File: src/rtl/fc3_bias_argmax.sv
// FC3 output stage: adds the per-batch bias with saturation, then scans every class for the running argmax.
// Latency: ROM, ADD and N_PER compare cycles per batch; the result follows the last batch by N_PER+3 cycles. Accepts one batch only in IDLE; the result holds until taken.
module fc3_bias_argmax #(
    parameter int N_BATCH = 5,
    parameter int N_PER   = 5,
    parameter int W_BIAS  = 34,
    parameter int W_ACC   = 40,
    parameter int W_AA    = 3,
    parameter int W_CLS   = 5
) (
    input  logic                      clk,
    input  logic                      rst,
    input  logic                      acc_valid_i,
    output logic                      acc_ready_o,
    input  logic [N_PER*W_ACC-1:0]    acc_data_i,
    output logic [W_AA-1:0]           rom_aa_o,
    output logic                      rom_cena_o,
    input  logic [N_PER*W_BIAS-1:0]   rom_qa_i,
    output logic                      res_valid_o,
    input  logic                      res_ready_i,
    output logic [W_CLS-1:0]          res_class_o,
    output logic [W_ACC-1:0]          res_score_o
);
    localparam int W_LC = (N_PER > 1) ? $clog2(N_PER) : 1;

    typedef enum logic [2:0] {S_IDLE, S_ROM, S_ADD, S_CMP, S_DONE} state_t;

    state_t                    state_q;
    logic signed [W_ACC-1:0]   lane_q [N_PER];
    logic [W_AA-1:0]           batch_q;
    logic [W_LC-1:0]           lcnt_q;
    logic signed [W_ACC-1:0]   max_q;
    logic [W_CLS-1:0]          max_idx_q;
    logic                      max_vld_q;
    logic                      acc_rdy_q;
    logic                      cena_q;
    logic [W_AA-1:0]           aa_q;
    logic                      res_vld_q;
    logic [W_CLS-1:0]          res_cls_q;
    logic [W_ACC-1:0]          res_score_q;

    logic signed [W_ACC:0]     wide_s [N_PER];
    logic signed [W_ACC-1:0]   sat_d  [N_PER];
    logic signed [W_ACC-1:0]   cur_lane;
    logic                      upd;
    logic [W_CLS-1:0]          idx_d;

    // Sum at W_ACC+1 bits; top two bits differing means the result left the W_ACC range.
    always_comb begin
        for (int k = 0; k < N_PER; k++) begin
            wide_s[k] = {lane_q[k][W_ACC-1], lane_q[k]}
                      + {{(W_ACC+1-W_BIAS){rom_qa_i[(N_PER-k)*W_BIAS-1]}},
                         rom_qa_i[(N_PER-k)*W_BIAS-1 -: W_BIAS]};
            if (wide_s[k][W_ACC] != wide_s[k][W_ACC-1])
                sat_d[k] = wide_s[k][W_ACC] ? {1'b1, {(W_ACC-1){1'b0}}}
                                            : {1'b0, {(W_ACC-1){1'b1}}};
            else
                sat_d[k] = wide_s[k][W_ACC-1:0];
        end
    end

    always_comb begin
        cur_lane = lane_q[lcnt_q];
        upd      = !max_vld_q || (cur_lane > max_q);
        idx_d    = W_CLS'(batch_q) * W_CLS'(N_PER) + W_CLS'(lcnt_q);
    end

    always_ff @(posedge clk) begin
        if (rst) begin
            state_q     <= S_IDLE;
            for (int k = 0; k < N_PER; k++) lane_q[k] <= '0;
            batch_q     <= '0;
            lcnt_q      <= '0;
            max_q       <= '0;
            max_idx_q   <= '0;
            max_vld_q   <= 1'b0;
            acc_rdy_q   <= 1'b0;
            cena_q      <= 1'b1;
            aa_q        <= '0;
            res_vld_q   <= 1'b0;
            res_cls_q   <= '0;
            res_score_q <= '0;
        end else begin
            case (state_q)
                S_IDLE: begin
                    acc_rdy_q <= 1'b1;
                    if (acc_valid_i && acc_rdy_q) begin
                        for (int k = 0; k < N_PER; k++)
                            lane_q[k] <= acc_data_i[(N_PER-k)*W_ACC-1 -: W_ACC];
                        acc_rdy_q <= 1'b0;
                        cena_q    <= 1'b0;
                        aa_q      <= batch_q;
                        state_q   <= S_ROM;
                    end
                end
                S_ROM: begin
                    cena_q  <= 1'b1;
                    state_q <= S_ADD;
                end
                S_ADD: begin
                    for (int k = 0; k < N_PER; k++) lane_q[k] <= sat_d[k];
                    lcnt_q  <= '0;
                    state_q <= S_CMP;
                end
                S_CMP: begin
                    if (upd) begin
                        max_q     <= cur_lane;
                        max_idx_q <= idx_d;
                        max_vld_q <= 1'b1;
                    end
                    lcnt_q <= lcnt_q + W_LC'(1);
                    if (lcnt_q == W_LC'(N_PER-1)) begin
                        if (batch_q == W_AA'(N_BATCH-1)) begin
                            // The final lane's update lands this same edge, so resolve it here.
                            res_vld_q   <= 1'b1;
                            res_cls_q   <= upd ? idx_d : max_idx_q;
                            res_score_q <= upd ? cur_lane : max_q;
                            state_q     <= S_DONE;
                        end else begin
                            batch_q   <= batch_q + W_AA'(1);
                            acc_rdy_q <= 1'b1;
                            state_q   <= S_IDLE;
                        end
                    end
                end
                S_DONE: begin
                    if (res_ready_i) begin
                        res_vld_q <= 1'b0;
                        batch_q   <= '0;
                        max_vld_q <= 1'b0;
                        acc_rdy_q <= 1'b1;
                        state_q   <= S_IDLE;
                    end
                end
                default: state_q <= S_IDLE;
            endcase
        end
    end

    assign acc_ready_o = acc_rdy_q;
    assign rom_cena_o  = cena_q;
    assign rom_aa_o    = aa_q;
    assign res_valid_o = res_vld_q;
    assign res_class_o = res_cls_q;
    assign res_score_o = res_score_q;
endmodule

File: config.mk
export PLATFORM = sky130hd
export DESIGN_NAME = fc3_bias_argmax
export DESIGN_NICKNAME = d
export VERILOG_FILES = /design/src/rtl/fc3_bias_argmax.sv
export SDC_FILE = /design/constraint.sdc
export NUM_CORES = 1
export LEC_CHECK = 0
export CORE_MARGIN = 2
export CORE_UTILIZATION = 50
export CTS_CLUSTER_SIZE = 28
export DETAILED_ROUTE_END_ITERATION = 16
export PLACE_DENSITY = 0.79
export SLEW_MARGIN = 20
export SYNTH_ARGS = -nofsm -noshare
export SYNTH_HDL_FRONTEND = slang
export SYNTH_SLANG_ARGS = --single-unit
File: constraint.sdc
create_clock -name clk -period 14.65 [get_ports clk]
set_input_delay 2.93 -clock clk [delete_from_list [all_inputs] [get_ports clk]]
set_output_delay 2.93 -clock clk [all_outputs]
set_load 0.1 [all_outputs]
==> impl_results.md, run 1 <==
* Setup Slack @ Placement at 5.43 ns
* Area leader, netlist: edfxtp_1
* DRC violations left at 0
* Synth area leaders: edfxtp_1 24%, ha_1 13%, dfxtp_1 8.6%
* Final Util at 62.7%
* Worst-Margin Slew at 1.32 ns
* Worst-Skew Late Latency at 0.59 ns
* Worst Path Class, Setup: primary input to flip-flop
* Hold Path Origin: max_idx_q[2]$_SDFFE_PP0P_
* Initial Utilization at 50.6%
* Setup-failing EPs final at 0
* CTS Hold Bufs at 0
* Fin crit period at 8.91 ns
* Post-synth top area share at 23.7%
* Max rail drop VDD at 0.0752 mV
* Die Height at 229 µm
* GP Congestion at 0.972
* FF+latch area at 8190 µm²
* Cell Area, Placed at 30,100 µm²
* Async SR Flop Fraction at 0%
* WL per Instance at 25.0 µm
* Mapped Avg Cell Area at 9.71 µm²
* Clk buf depth at 3
* Chip width at 229 µm
* Mapped cell area at 25,300 µm²
* Req. time, crit path at 15.10 ns
* Clk_skew at 0.0311 ns
* Initial antenna violation count at 37
* H-tree Lvls at 2
* Slew headroom at 12.0%
* Fmax achieved at 112 MHz
* Post-Layout Inst Area at 31,400 µm²
* Yosys warnings at 0
* CTS root buf: clkbuf_16
* Max_cap viols at 0
* Clock-pin slew on the worst setup and hold paths at 0.06 ns
* Commonest register cell after synthesis: edfxtp_1
* Post-CTS setup repair buffer count at 0
* Floorplan core area at 50,100 µm²
* Post-synth EDFFs at 200
* Floorplan row count at 82
* Synth cell types at 88
* Initial drt markers at 2,484
* Seq cells post-synth at 309
* Syn Nets at 3,249
* Die footprint at 52,500 µm²
* Layout cell share with drive strength beyond 1 at 6.68%
* Worst EP arrival at 9.35 ns
* Total Nets Final at 3,603
* Startpoint Class: primary input
* Vias at 23,574
* First-pass GRT wire length at 138,000 µm
* Post-route clock period utilization at 60.8%
* Final wirelength at 92,000 µm
* Most frequent cells in the layout: 423 x clkdlybuf4s50_1, 260 x ha_1, 200 x edfxtp_1
* Area growth, synth to finish at 23.9%
* Pins Over Slew Limit at 0
* Resize count post-CTS at 0
* Crit Path Max Fanout at 25
* ANT nets after route at 0
* Pre-antenna DRT Iters at 5
* Setup TNS at 0 ns
* Commonest non-fill, non-tap cell in the layout: clkdlybuf4s50_1
* Final Hold Viols at 0
* TritonCTS buffer count at 39
* Tot GR Track Use at 34.1%
* Via density at 6.40
* DP HPWL at 71,300 µm
* Leakage at 12.7 nW
* Power, Total at 0.00353 W
* Outcome: finished clean
* Fill count at 4,162
* Power Dens Cells at 112 nW/µm²
* Worst Setup SP: rom_qa_i[143]
* Multi-input combinational cell area at 16,300 µm²
* Kind of end point of the critical path: flip-flop
* Final worst setup slack at 5.74 ns
* RSZ-0062 raised after global routing: no
* Seq/Total Area, Yosys at 32.3%
* Vias in the first global route at 23,264
* Mapped Cells at 2,609
* IO buf count at 424
* Pin count of the biggest net entering global routing at 201
* Clock tree from TritonCTS: built
* Worst Hold Class: flip-flop to flip-flop
* Worst R2R Start: lane_q[0][7]$_DFFE_PP_
* Overflow after GRT at 0
* CTS Sinks at 309
* Boundary Pins at 425
synthesized netlist by cell type (4+ instances only):
library cell and instances:
o211ai_1 10, nor2_1 162, a211o_1 6, clkbuf_1 103, o21ai_1 28, nor3b_1 5
ha_1 260, mux2i_1 47, o21a_1 28, a22o_1 42, o31ai_1 13, nand2b_1 78
a31o_2 4, a211oi_1 67, or2_2 6, o21bai_1 28, nand2_1 142, mux2_2 39
nor3_1 12, o22ai_1 45, buf_1 13, or3_1 6, a21o_1 120, buf_6 10
a21oi_1 189, a221o_1 146, nand4_1 28, inv_1 98, buf_2 7, edfxtp_1 200
xnor2_1 110, nor2b_1 30, a41oi_1 4, o21ai_0 123, mux4_2 40, nand3_1 41
xor2_1 71, dfxtp_1 109, a221oi_1 5, fa_1 6, and4_1 5, and2_1 14
and3_1 17, a31oi_1 20, o31a_1 7
power by group:
| part | total [W] | internal [W] | switching (W) |
|---|---|---|---|
| Combinational | 0.00142 | 0.000617 | 0.000799 |
| Clock | 0.000979 | 0.000565 | 0.000414 |
| Sequential | 0.00113 | 0.00105 | 0.0000878 |
| Total | 0.00353 | 0.00223 | 0.00130 |
metrics by stage:
step	hold WS (ns)	instances
final	0.472	3682
after floorplan	0.436	2609
after detailed placement	0.447	3594
after CTS	0.464	3665
after global routing	0.486	3671
after global placement	0.441	3594
layout make-up:
type,count,share of cell area [%]
antenna,17,0.136
clock buffer,53,3.51
clock inverter,18,0.495
inverter,98,1.17
multi-input combinational,2069,51.8
sequential,309,26.1
tap,672,2.68
timing repair buffer,446,14.1
cell families after synthesis:
| kind of cell | synth area share, % |
|---|---|
| muxes | 7.15 |
| xor gates and xnor gates | 6.26 |
| AOI/OAI and AO/OA | 26.2 |
| DFF | 32.3 |
| adders and majority gates | 13.3 |
| and+or+nand+nor | 10.9 |
| buffers and inverters | 3.76 |
layer usage:
layer,vias up,wire length (µm),GRT usage [%]
met3,210,10200,9.97
met5,-,242,0
met1,11321,36700,43.6
li1,10839,-,-
met4,34,3280,12.6
met2,1170,41600,54.5
state kept, by name, summed over array words and instances, names as in the netlist, named ones only:
signal and flops:
max_idx_q 5, batch_q 3, lcnt_q 3, rom_aa_o 3, state_q 3, res_score_o 40, res_class_o 5, rom_cena_o 1
max_vld_q 1, max_q 40, res_valid_o 1, acc_ready_o 1, lane_q 200
critical path, stage by stage:
cell             delay, ns
clkdlybuf4s50_1       0.41
ha_1                  0.41
and3_1                0.22
nand2_1               0.11
nand3b_1              0.21
a2111oi_0             0.96
o21ai_1               0.32
a21oi_1               0.30
a41o_1                0.25
a221o_1               0.19
a21o_1                0.12
a21o_1                0.15
xor2_1                0.08
ha_1                  0.93
nand3_2               0.76
nor2_2                0.78
a221o_1               0.21
worst paths after layout:
check,cells after the start,slack [ns],endpoint
min reg2reg,2,0.47,max_idx_q[2]$_SDFFE_PP0P_
max reg2reg,16,8.03,lane_q[0][38]$_DFFE_PP_
max,17,5.74,lane_q[0][38]$_DFFE_PP_
min,2,0.47,max_idx_q[2]$_SDFFE_PP0P_
Power figures use the tool's default switching activity.
==> inputs of run 2 (changes only) <==
--- a/config.mk
+++ b/config.mk
@@ -6,10 +6,10 @@
 export NUM_CORES = 1
 export LEC_CHECK = 0
 export CORE_MARGIN = 2
-export CORE_UTILIZATION = 50
+export CORE_UTILIZATION = 54
 export CTS_CLUSTER_SIZE = 28
 export DETAILED_ROUTE_END_ITERATION = 16
-export PLACE_DENSITY = 0.79
+export PLACE_DENSITY = 0.81
 export SLEW_MARGIN = 20
 export SYNTH_ARGS = -nofsm -noshare
 export SYNTH_HDL_FRONTEND = slang
==> constraint.sdc (replaced) <==
create_clock -name clk -period 8.75 [get_ports clk]
set_input_delay 1.75 -clock clk [delete_from_list [all_inputs] [get_ports clk]]
set_output_delay 1.75 -clock clk [all_outputs]
set_load 0.1 [all_outputs]
==> run 2 against run 1 <==
Compared with the run above: die area is 7.3% lower; clock power is 64% higher; first-iteration DRC count is 9.0% lower; global-route usage is 2.2 points higher; critical path depth is 2 higher; total power is 67% higher; core utilization is 4.7 points higher; largest power group unchanged; flip-flop and latch count stayed put; routed wire length is 2.5% lower; via count is 0.19% higher.
==> impl_results.md, run 2 (synthesis gave the netlist of run 1 again) <==
* Initial antenna violation count at 32 (-14%)
* Worst Setup SP: rom_qa_i[143]
* Pin count of the biggest net entering global routing at 201 (unchanged)
* Setup Slack @ Placement at 1.64 ns (-3.79 ns)
* Worst-Skew Late Latency at 0.58 ns (about the same)
* Worst-Margin Slew at 1.14 ns (-0.175 ns)
* Hold slack final at 0.461 ns (-0.0103 ns)
* Final Hold Viols at 0 (unchanged)
* Worst hold stages at 2 (unchanged)
* Die footprint at 48,600 µm² (-7.3%)
* Crit Path Max Fanout at 25 (unchanged)
* Startpoint Class: primary input
* Initial Utilization at 54.5% (+3.9 points)
* Vias in the first global route at 23,056 (-0.89%)
* Worst EP arrival at 7.13 ns (-2.22 ns)
* Worst R2R Start: lane_q[0][7]$_DFFE_PP_
* Setup TNS at 0 ns (unchanged)
* Leakage at 12.7 nW (about the same)
* Slew headroom at 21.7% (+9.7 points)
* First-pass GRT wire length at 133,000 µm (-3.0%)
* Req. time, crit path at 9.18 ns (-5.92 ns)
* DRC violations left at 0 (unchanged)
* Commonest non-fill, non-tap cell in the layout: clkdlybuf4s50_1
* Outcome: finished clean
* Fill count at 3,650 (-12%)
* ANT nets after route at 0 (unchanged)
* Final worst setup slack at 2.06 ns (-3.69 ns)
* Clock-pin slew on the worst setup and hold paths at 0.06 ns (about the same)
* Initial drt markers at 2,261 (-9.0%)
* Pins Over Slew Limit at 0 (unchanged)
* CTS Hold Bufs at 0 (unchanged)
* CTS Sinks at 309 (unchanged)
* FF+latch area at 8190 µm² (unchanged)
* Vias at 23,618 (+0.19%)
* Worst Path Class, Setup: primary input to flip-flop
* Chip width at 221 µm (-3.7%)
* Clk_skew at 0.0219 ns (-0.00912 ns)
* Fmax achieved at 149 MHz
* Worst-case reg-to-reg path depth at 18 (+2)
* Area growth, synth to finish at 23.6%
* Boundary Pins at 425 (unchanged)
* Post-CTS setup repair buffer count at 0 (unchanged)
* Worst Hold Class: flip-flop to flip-flop
* H-tree Lvls at 2 (unchanged)
* IO buf count at 424 (unchanged)
* Cell Area, Placed at 30,000 µm² (-0.18%)
* DP HPWL at 69,900 µm (-2.0%)
* CTS root buf: clkbuf_16
* WL per Instance at 24.8 µm (-0.75%)
* Multi-input combinational cell area at 16,300 µm² (about the same)
* TritonCTS buffer count at 38 (-2.6%)
* Max rail drop VDD at 0.143 mV (+90%)
* Pre-antenna DRT Iters at 5 (unchanged)
* Total Nets Final at 3,604 (+0.028%)
* Clock tree from TritonCTS: built
* Final Util at 67.4% (+4.7 points)
* Floorplan core area at 46,500 µm² (-7.2%)
* Clk buf depth at 3 (unchanged)
* Top reg by flops: lane_q
* RSZ-0062 raised after global routing: no
* Most frequent cells in the layout: 423 x clkdlybuf4s50_1, 260 x ha_1, 200 x edfxtp_1
* Tot GR Track Use at 36.3% (+2.2 points)
* GP Congestion at 1.05 (+7.6%)
* Max_cap viols at 0 (unchanged)
* Layout cell share with drive strength beyond 1 at 6.75% (+0.069 points)
* Fin crit period at 6.69 ns
* Largest register FFs at 200 (unchanged)
* Post-Layout Inst Area at 31,300 µm² (-0.26%)
* Floorplan row count at 79 (-3.7%)
* Power Dens Cells at 188 nW/µm² (+67%)
* Hold Path Origin: max_idx_q[1]$_SDFFE_PP0P_
* Die Height at 221 µm (-3.7%)
* Final wirelength at 89,700 µm (-2.5%)
* Via density at 6.53 (+2.0%)
* Post-route clock period utilization at 76.5%
* Kind of end point of the critical path: flip-flop
* Setup-failing EPs final at 0 (unchanged)
* Overflow after GRT at 0 (unchanged)
* Resize count post-CTS at 0 (unchanged)
==> run 2: cell count changes in the layout (fill, tap and decap cells not counted), sizes merged <==
cell	change
buf	+2
bufinv	-1
clkbuf	-4
clkinv	+1
clkinvlp	+4
diode	+1
inv	-3
==> run 2: final timing paths <==
kind                                             endpoint  slack [ns]
worst min-delay path            max_idx_q[1]$_SDFFE_PP0P_        0.46
worst min register to register  max_idx_q[1]$_SDFFE_PP0P_        0.46
worst max-delay path              lane_q[0][31]$_DFFE_PP_        2.06
worst max register to register    lane_q[0][31]$_DFFE_PP_        3.15
==> run 2: layout make-up <==
cell class                      instances  share of cell area (%)
Sequential cell                       309                    26.2
Inverter                               98                    1.18
Tap cell                              607                    2.43
Antenna cell                           18                   0.144
Clock inverter                         19                   0.456
Clock buffer                           49                    3.47
Multi-Input combinational cell       2069                    51.9
Timing Repair Buffer                  448                    14.2
==> run 2: stage by stage <==
step / std cells / total power (W)
final: 3617 / 0.00588
after CTS: 3599 / 0.00583
after global placement: 3531 / 0.00418
after floorplan: 2609 / 0.00349
after global routing: 3607 / 0.00615
after detailed placement: 3531 / 0.00423
==> run 2: per-layer routing <==
| metal | routed length [µm] | track usage, % | vias up | part of all wire (%) |
|---|---|---|---|---|
| li1 | - | - | 10839 | - |
| met1 | 35700 | 47.1 | 11303 | 40 |
| met2 | 40100 | 57.4 | 1233 | 45 |
| met3 | 10200 | 10.7 | 213 | 11 |
| met4 | 3500 | 13.2 | 30 | 3.9 |
| met5 | 196 | 0 | - | 0.22 |
==> run 2: worst max-delay path, cell delays in order <==
cell             delay (ns)
clkdlybuf4s50_1        0.41
ha_1                   0.39
and3_1                 0.21
nand2_1                0.12
nand3b_1               0.20
a2111oi_0              1.02
o21ai_1                0.31
a21oi_1                0.27
a41o_1                 0.25
a221o_1                0.20
a21o_1                 0.12
a21o_1                 0.15
xor2_1                 0.08
ha_1                   0.28
buf_4                  0.29
nand3_2                0.09
buf_4                  0.24
nor2_2                 0.54
a221o_1                0.21
==> run 2: report_power, final <==
group / switching, W / internal [W] / total, W
logic: 0.00133 / 0.00104 / 0.00237
clock network: 0.000695 / 0.000912 / 0.00161
registers: 0.000146 / 0.00175 / 0.00189
